[config.mk]
export PLATFORM = sky130hd
export DESIGN_NAME = sync_fifo_gen
export DESIGN_NICKNAME = d
export VERILOG_FILES = /design/src/rtl/sync_fifo_gen.sv
export SDC_FILE = /design/constraint.sdc
export NUM_CORES = 1
export LEC_CHECK = 0
export CAP_MARGIN = 20
export CORE_MARGIN = 3
export CORE_UTILIZATION = 40
export CTS_CLUSTER_DIAMETER = 100
export DETAILED_ROUTE_END_ITERATION = 16
export REMOVE_ABC_BUFFERS = 1
export SYNTH_ARGS = -nofsm -noshare
export SYNTH_HDL_FRONTEND = slang
export SYNTH_SLANG_ARGS = --single-unit
[constraint.sdc]
create_clock -name clk -period 4.6 [get_ports clk]
set_clock_uncertainty 0.2 [all_clocks]
set_input_delay 0.92 -clock clk [delete_from_list [all_inputs] [get_ports clk]]
set_output_delay 0.92 -clock clk [all_outputs]
set_load 0.05 [all_outputs]
[src/rtl/sync_fifo_gen.sv]
// Single-clock parametrised FIFO with occupancy count, almost flags and sticky error flags.
// Define SYNC_FIFO_FWFT_EN for first-word-fall-through reads; default is one-cycle registered reads.
module sync_fifo_gen #(
    parameter int Width    = 4,
    parameter int Depth    = 16,
    parameter int AF_Level = Depth - 2,
    parameter int AE_Level = 2
) (
    input  logic                       clk,
    input  logic                       reset,
    input  logic [Width-1:0]           wdata,
    input  logic                       wen,
    input  logic                       ren,
    output logic [Width-1:0]           rdata,
    output logic                       rvalid,
    output logic                       full,
    output logic                       empty,
    output logic                       almost_full,
    output logic                       almost_empty,
    output logic [$clog2(Depth):0]     count,
    output logic                       overflow,
    output logic                       underflow
);

    localparam int IW = $clog2(Depth);
    localparam int AW = IW + 1;

    logic [Width-1:0] mem_q [Depth];
    logic [AW-1:0]    wptr_q, wptr_d;
    logic [AW-1:0]    rptr_q, rptr_d;
    logic [AW-1:0]    count_s;
    logic             full_s, empty_s;
    logic             wr_acc_s, rd_acc_s;
    logic             overflow_q, overflow_d;
    logic             underflow_q, underflow_d;

    // Status decode from pointer registers only; the wrap bit separates full from empty.
    always_comb begin
        count_s = wptr_q - rptr_q;
        empty_s = (wptr_q == rptr_q);
        full_s  = (wptr_q[IW-1:0] == rptr_q[IW-1:0]) && (wptr_q[AW-1] != rptr_q[AW-1]);
    end

    // Accept logic, pointer advance and sticky error next-state.
    always_comb begin
        wr_acc_s    = wen & ~full_s;
        rd_acc_s    = ren & ~empty_s;
        wptr_d      = wptr_q;
        rptr_d      = rptr_q;
        overflow_d  = overflow_q | (wen & full_s);
        underflow_d = underflow_q | (ren & empty_s);
        if (wr_acc_s) begin
            wptr_d = wptr_q + {{(AW-1){1'b0}}, 1'b1};
        end else begin
            wptr_d = wptr_q;
        end
        if (rd_acc_s) begin
            rptr_d = rptr_q + {{(AW-1){1'b0}}, 1'b1};
        end else begin
            rptr_d = rptr_q;
        end
    end

    // Pointer and error flag registers.
    always_ff @(posedge clk or negedge reset) begin
        if (!reset) begin
            wptr_q      <= {AW{1'b0}};
            rptr_q      <= {AW{1'b0}};
            overflow_q  <= 1'b0;
            underflow_q <= 1'b0;
        end else begin
            wptr_q      <= wptr_d;
            rptr_q      <= rptr_d;
            overflow_q  <= overflow_d;
            underflow_q <= underflow_d;
        end
    end

    // Storage array; contents survive reset and are only meaningful between the pointers.
    always_ff @(posedge clk) begin
        if (wr_acc_s) begin
            mem_q[wptr_q[IW-1:0]] <= wdata;
        end
    end

`ifdef SYNC_FIFO_FWFT_EN
    assign rdata  = mem_q[rptr_q[IW-1:0]];
    assign rvalid = ~empty_s;
`else
    logic [Width-1:0] rdata_q, rdata_d;
    logic             rvalid_q, rvalid_d;

    // Registered read port: capture the head word on an accepted read, otherwise hold.
    always_comb begin
        rvalid_d = rd_acc_s;
        if (rd_acc_s) begin
            rdata_d = mem_q[rptr_q[IW-1:0]];
        end else begin
            rdata_d = rdata_q;
        end
    end

    // Read data and valid registers.
    always_ff @(posedge clk or negedge reset) begin
        if (!reset) begin
            rdata_q  <= {Width{1'b0}};
            rvalid_q <= 1'b0;
        end else begin
            rdata_q  <= rdata_d;
            rvalid_q <= rvalid_d;
        end
    end

    assign rdata  = rdata_q;
    assign rvalid = rvalid_q;
`endif

    assign count        = count_s;
    assign full         = full_s;
    assign empty        = empty_s;
    assign almost_full  = (count_s >= AW'(AF_Level));
    assign almost_empty = (count_s <= AW'(AE_Level));
    assign overflow     = overflow_q;
    assign underflow    = underflow_q;

endmodule
==> impl_metrics.py, run 1 <==
metrics = {
    "synthesis": {
        "yosysTopAreaCell": "edfxtp_1",
        "synth_compound_area_share_pct": 2.91,
        "yosysWarnings": 0,
        "synth-xor-area-share_pct": 3.01,
        "synth_edf_count": 64,
        "synth-seq-area-share_pct": 67.3,
        "synthMuxAreaShare_pct": 14.0,
        "synthTopCellsByArea": "edfxtp_1 55%, dfrtp_1 12%, mux4_2 7.1%",
        "synth_top_area_share_pct": 55.1,
        "synth_commonest_cells": "64 x edfxtp_1, 17 x dfrtp_1, 14 x nand2_1",
        "avgSynthCellArea_sq_um": 17.3,
        "synthAdderAreaFrac_pct": 3.80,
        "async_flop_share_pct": 21.0,
        "synth-seq-cells": 81,
        "syn_area_sq_mm": 0.00349,
        "synth_top_family_by_area": "multiplexers",
        "ys.flop_type": "edfxtp_1",
        "synth_cell_types": 37,
        "syn-instance-count": 202,
        "synth-simple-area-share_pct": 6.35,
        "synth_most_common_cell": "edfxtp_1",
    },
    "critical_path": {
        "cp_slowest_cell": "clkdlybuf4s50_1",
        "reg2reg_from": "rptr_q[3]",
        "r2r-end": "mem_q[14][3]",
        "cpMostUsedCell": "inv_1",
        "worstPathCellList": "inv_1, ha_1, inv_1, fa_1, a21o_1, a21oi_1, xnor2_1, clkdlybuf4s50_1",
        "crit_arrival_ns": 2.95,
        "worstPathRequired_ns": 3.48,
        "path_buf_inv": 3,
        "crit_type": "register to output pin",
        "crit_cells": 8,
        "r2r_slack_ns": 1.62,
        "start_kind": "register",
        "endpoint": "count[4]",
        "cp_max_fo": 4,
        "cpPeakStageDelay_ns": 0.86,
        "crit_start": "wptr_q[0]",
        "cp_top_family": "buffers and inverters",
        "reg2reg_depth": 7,
        "crit_path_end_kind": "output pin",
    },
    "route": {
        "route.antenna.remaining_nets": 0,
        "drt_iter0_drc": 119,
        "vias_per_cell": 5.32,
        "routed-via-count": 1820,
        "drc": 0,
        "wl_microns": 6420,
        "wl_per_cell_microns": 18.8,
        "firstDrtPassIters": 4,
    },
    "cts": {
        "numCtsBuffers": 9,
        "cts_tree": "yes",
        "cts_sinks": 81,
        "cts_resized": 0,
        "insertion_delay_ns": 0.35,
        "path_clk_slew_ns": 0.08,
        "cts_hold_buf": 0,
        "cts_root_buffer": "clkbuf_8",
        "cts_buffer_depth": 2,
        "post-cts-setup-buffers": 0,
        "cts_htree_levels": 3,
    },
    "global_route": {
        "overflow": 0,
        "antenna_found_initial": 0,
        "grt_start_max_net_pins": 20,
        "grt_pass1_vias": 1796,
        "gr-usage-all-layers_pct": 14.2,
        "grt_pass1_wl_microns": 10300,
    },
    "min_path": {
        "hold_class": "register to register",
        "holdPathStages": 1,
        "hold_start": "overflow",
    },
    "die": {
        "pin_count": 24,
        "die_area_sq_mm": 0.00988,
        "chipWidth_microns": 99.4,
        "initial_core_util_pct": 41.8,
        "num_rows": 33,
        "coreArea_sq_mm": 0.00834,
        "fp.dieH_microns": 99.4,
    },
    "run_status": {
        "status": "completed",
    },
    "placement": {
        "place.gp.congestion": 0.781,
        "placedCellCount": 326,
        "hpwl_microns": 4440,
        "numPortBuffers": 23,
    },
    "sta": {
        "finalHoldViolCount": 0,
        "fmax_mhz": 246,
        "fin_crit_ns": 4.07,
        "setup_viol": 0,
        "slew_headroom_pct": 30.4,
        "tightest_slew_ns": 1.04,
        "period_share_pct": 88.4,
        "rsz0062_at_grt": "false",
        "maxSlewViolCount": 0,
    },
    "finish": {
        "nNetsFinal": 250,
        "nFillCells": 716,
        "antenna_cells": 0,
        "drive_gt1_share_pct": 14.8,
        "area_growth_pct": 14.5,
        "stdcell_count": 342,
    },
    "job": {
        "maxCapViolations": 0,
    },
}
-- sequential cells by signal, indices dropped and copies added, names as in the netlist --
signal and flops:
rdata 4, rvalid 1, rptr_q 5, mem_q 64
overflow 1, underflow 1, wptr_q 5
-- metrics by stage --
| stage | setup TNS [ns] | util, % | cell area (sq um) | hold slack [ns] | setup slack [ns] |
|---|---|---|---|---|---|
| final | 0 | 47.9 | 3990 | 0.260 | 0.533 |
| after global routing | 0 | 47.9 | 3990 | 0.293 | 0.350 |
| after CTS | 0 | 47.9 | 3990 | 0.266 | 0.495 |
| after detailed placement | 0 | 45.8 | 3820 | 0.247 | 0.883 |
| after global placement | 0 | 45.8 | 3820 | 0.242 | 0.943 |
| after floorplan | -0.0784 | - | 3450 | 0.285 | -0.0784 |
-- how the worst min path moves through the flow --
stage                endpoint  slack [ns]
floorplan           rptr_q[2]        0.28
detailed placement   overflow        0.25
global placement    underflow        0.24
CTS                  overflow        0.27
global route         overflow        0.29
finish               overflow        0.26
-- per-layer routing --
layer | vias to the layer above | part of all wire (%) | track usage (%)
met5 | - | 0 | 0
met4 | 0 | 1.2 | 4.10
met3 | 8 | 4.7 | 4.21
met2 | 36 | 48 | 20.9
met1 | 933 | 47 | 20.6
li1 | 843 | - | -
-- kinds of logic after synthesis --
group / after synthesis
muxes: 22
adders and majority gates: 10
xor gates and xnor gates: 12
DFF: 81
and+or+nand+nor: 43
buffers and inverters: 19
AOI/OAI and AO/OA: 15
-- layout make-up --
type | instances | area (sq um) | area share (%)
clock buffers | 9 | 124 | 3.10
clock inverters | 7 | 52.6 | 1.32
inverters | 13 | 48.8 | 1.22
multi-input cells | 102 | 1050 | 26.3
flip-flops and latches | 81 | 2350 | 58.8
well taps | 105 | 131 | 3.29
repair buffers | 25 | 240 | 6.02
-- worst reg2reg max path, cell delays in order, from the launching register on --
cell and delay [ns]:
dfrtp_1 0.34, buf_4 0.25, inv_1 0.13, ha_1 0.35
and4_1 0.22, a21boi_1 0.51, nand3_1 0.23, nor2_1 0.40
-- cells in the final DEF (no fill, tap or decap), drive strengths merged, types with 2 or more instances in the layout --
| cell | Yosys | final |
|---|---|---|
| dfrtp | 17 | 17 |
| nor2 | 6 | 6 |
| edfxtp | 64 | 64 |
| xor2 | 2 | 2 |
| and3 | 4 | 4 |
| o21ai | 6 | 6 |
| clkinvlp | 0 | 4 |
| nand2 | 14 | 14 |
| clkbuf | 2 | 9 |
| ha | 9 | 9 |
| mux4 | 19 | 19 |
| a21o | 4 | 4 |
| xnor2 | 10 | 10 |
| buf | 4 | 4 |
| inv | 13 | 15 |
| and2 | 5 | 5 |
| nor4 | 4 | 4 |
| clkdlybuf4s50 | 0 | 21 |
| nand4 | 5 | 5 |
| mux2i | 2 | 2 |
Power of run 1 is not shown: default switching activity piles up to over one toggle a cycle in this logic, so the estimate is an artifact.
==> run 2: changes to the inputs <==
--- a/config.mk
+++ b/config.mk
@@ -6,7 +6,7 @@
 export NUM_CORES = 1
 export LEC_CHECK = 0
 export CAP_MARGIN = 20
-export CORE_MARGIN = 3
+export CORE_ASPECT_RATIO = 2
 export CORE_UTILIZATION = 40
 export CTS_CLUSTER_DIAMETER = 100
 export DETAILED_ROUTE_END_ITERATION = 16
==> impl_metrics.py, run 2 (same netlist as run 1, synthesis figures left out) <==
metrics = {
    "sta": {
        "period_share_pct": 89.0,
        "setup_viol": 0,
        "tightest_slew_ns": 0.956,
        "rsz0062_at_grt": "false",
        "finalHoldViolCount": 0,
        "fin_crit_ns": 4.09,
        "fin_tns_setup_ns": 0,
        "maxSlewViolCount": 0,
        "hold_ws_ns": 0.251,
        "fmax_mhz": 244,
        "slew_headroom_pct": 35.7,
    },
    "placement": {
        "placedCellCount": 319,
        "hpwl_microns": 5170,
        "numPortBuffers": 23,
        "place.gp.congestion": 0.811,
    },
    "critical_path": {
        "crit_type": "register to output pin",
        "crit_arrival_ns": 2.97,
        "crit_path_end_kind": "output pin",
        "reg2reg_depth": 7,
        "r2r_slack_ns": 1.59,
        "start_kind": "register",
        "reg2reg_from": "rptr_q[3]",
        "r2r-end": "mem_q[13][2]",
        "worstPathRequired_ns": 3.48,
        "cp_max_fo": 4,
    },
    "cts": {
        "cts_sinks": 81,
        "cts_hold_buf": 0,
        "cts_root_buffer": "clkbuf_16",
        "numCtsBuffers": 9,
        "cts_buffer_depth": 2,
        "post-cts-setup-buffers": 0,
        "cts_tree": "yes",
        "cts_resized": 0,
        "path_clk_slew_ns": 0.06,
        "cts_htree_levels": 3,
        "insertion_delay_ns": 0.34,
    },
    "finish": {
        "area_growth_pct": 18.3,
        "stdcell_count": 336,
        "antenna_cells": 0,
        "drive_gt1_share_pct": 14.3,
        "final_cell_mix": "64 x edfxtp_1, 21 x clkdlybuf4s50_1, 17 x dfrtp_1",
        "largest_reg_flops": 64,
        "mostFrequentLayoutCell": "edfxtp_1",
        "nNetsFinal": 251,
        "post-route-util_pct": 49.4,
    },
    "min_path": {
        "holdPathStages": 1,
        "hold_start": "underflow",
        "worstHoldEndpoint": "underflow",
        "hold_class": "register to register",
    },
    "route": {
        "routed-via-count": 1820,
        "drt_iter0_drc": 120,
        "drc": 0,
        "vias_per_cell": 5.42,
        "wl_microns": 7010,
        "wl_met1_microns": 2360,
        "route.antenna.remaining_nets": 0,
        "highest_layer": "met4",
        "firstDrtPassIters": 4,
        "met2WireLength_microns": 4090,
        "wl_per_cell_microns": 20.9,
        "wl_met3_microns": 234,
    },
    "global_route": {
        "grt_pass1_wl_microns": 10600,
        "overflow": 0,
        "gr-usage-all-layers_pct": 17.7,
        "grt_start_max_net_pins": 20,
        "grt_pass1_vias": 1952,
        "antenna_found_initial": 0,
    },
    "die": {
        "coreArea_sq_mm": 0.00835,
        "num_rows": 47,
        "fp.dieH_microns": 134,
        "die_area_sq_mm": 0.00912,
        "initial_core_util_pct": 41.8,
        "chipWidth_microns": 68.0,
        "pin_count": 24,
    },
    "job": {
        "maxCapViolations": 0,
    },
    "run_status": {
        "status": "completed",
    },
}
[run 2: metal layers]
metal / vias up / track usage (%)
met2: 41 / 30.7
met3: 17 / 4.85
met4: 0 / 12.3
li1: 841 / -
met5: - / 0
met1: 921 / 17.0
[run 2: critical path: stages, from the launching register on]
cell,delay [ns]
dfrtp_1,0.42
inv_1,0.15
ha_1,0.19
inv_1,0.06
fa_1,0.41
a21o_1,0.20
a21oi_1,0.18
xnor2_1,0.18
clkdlybuf4s50_1,0.85
[run 2: final cells by class]
class / count / area, sq um
clock buffer: 11 / 233
clock inverter: 5 / 78.8
fill: 723 / 4230
inverter: 13 / 48.8
multi-input combinational: 102 / 1050
sequential: 81 / 2350
tap: 98 / 123
timing repair buffer: 26 / 245
[run 2: worst max-delay path by stage]
| stage | startpoint | endpoint | cells past startpoint |
|---|---|---|---|
| final | wptr_q[0] | count[4] | 8 |
| after floorplan | rptr_q[0] | almost_empty | 7 |
| after CTS | wptr_q[0] | count[4] | 8 |
| after detailed placement | wptr_q[0] | count[4] | 8 |
| after global routing | wptr_q[0] | count[4] | 8 |
| after global placement | wptr_q[0] | count[4] | 8 |
[run 2: stage by stage]
stage,setup slack (ns),cell area (sq um)
6_report,0.508,4130
5_1_grt,0.321,4130
4_1_cts,0.491,4120
3_5_place_dp,0.859,3810
3_3_place_gp,0.938,3810
2_1_floorplan,-0.0784,3450
Power of run 2 is left out for the same reason.
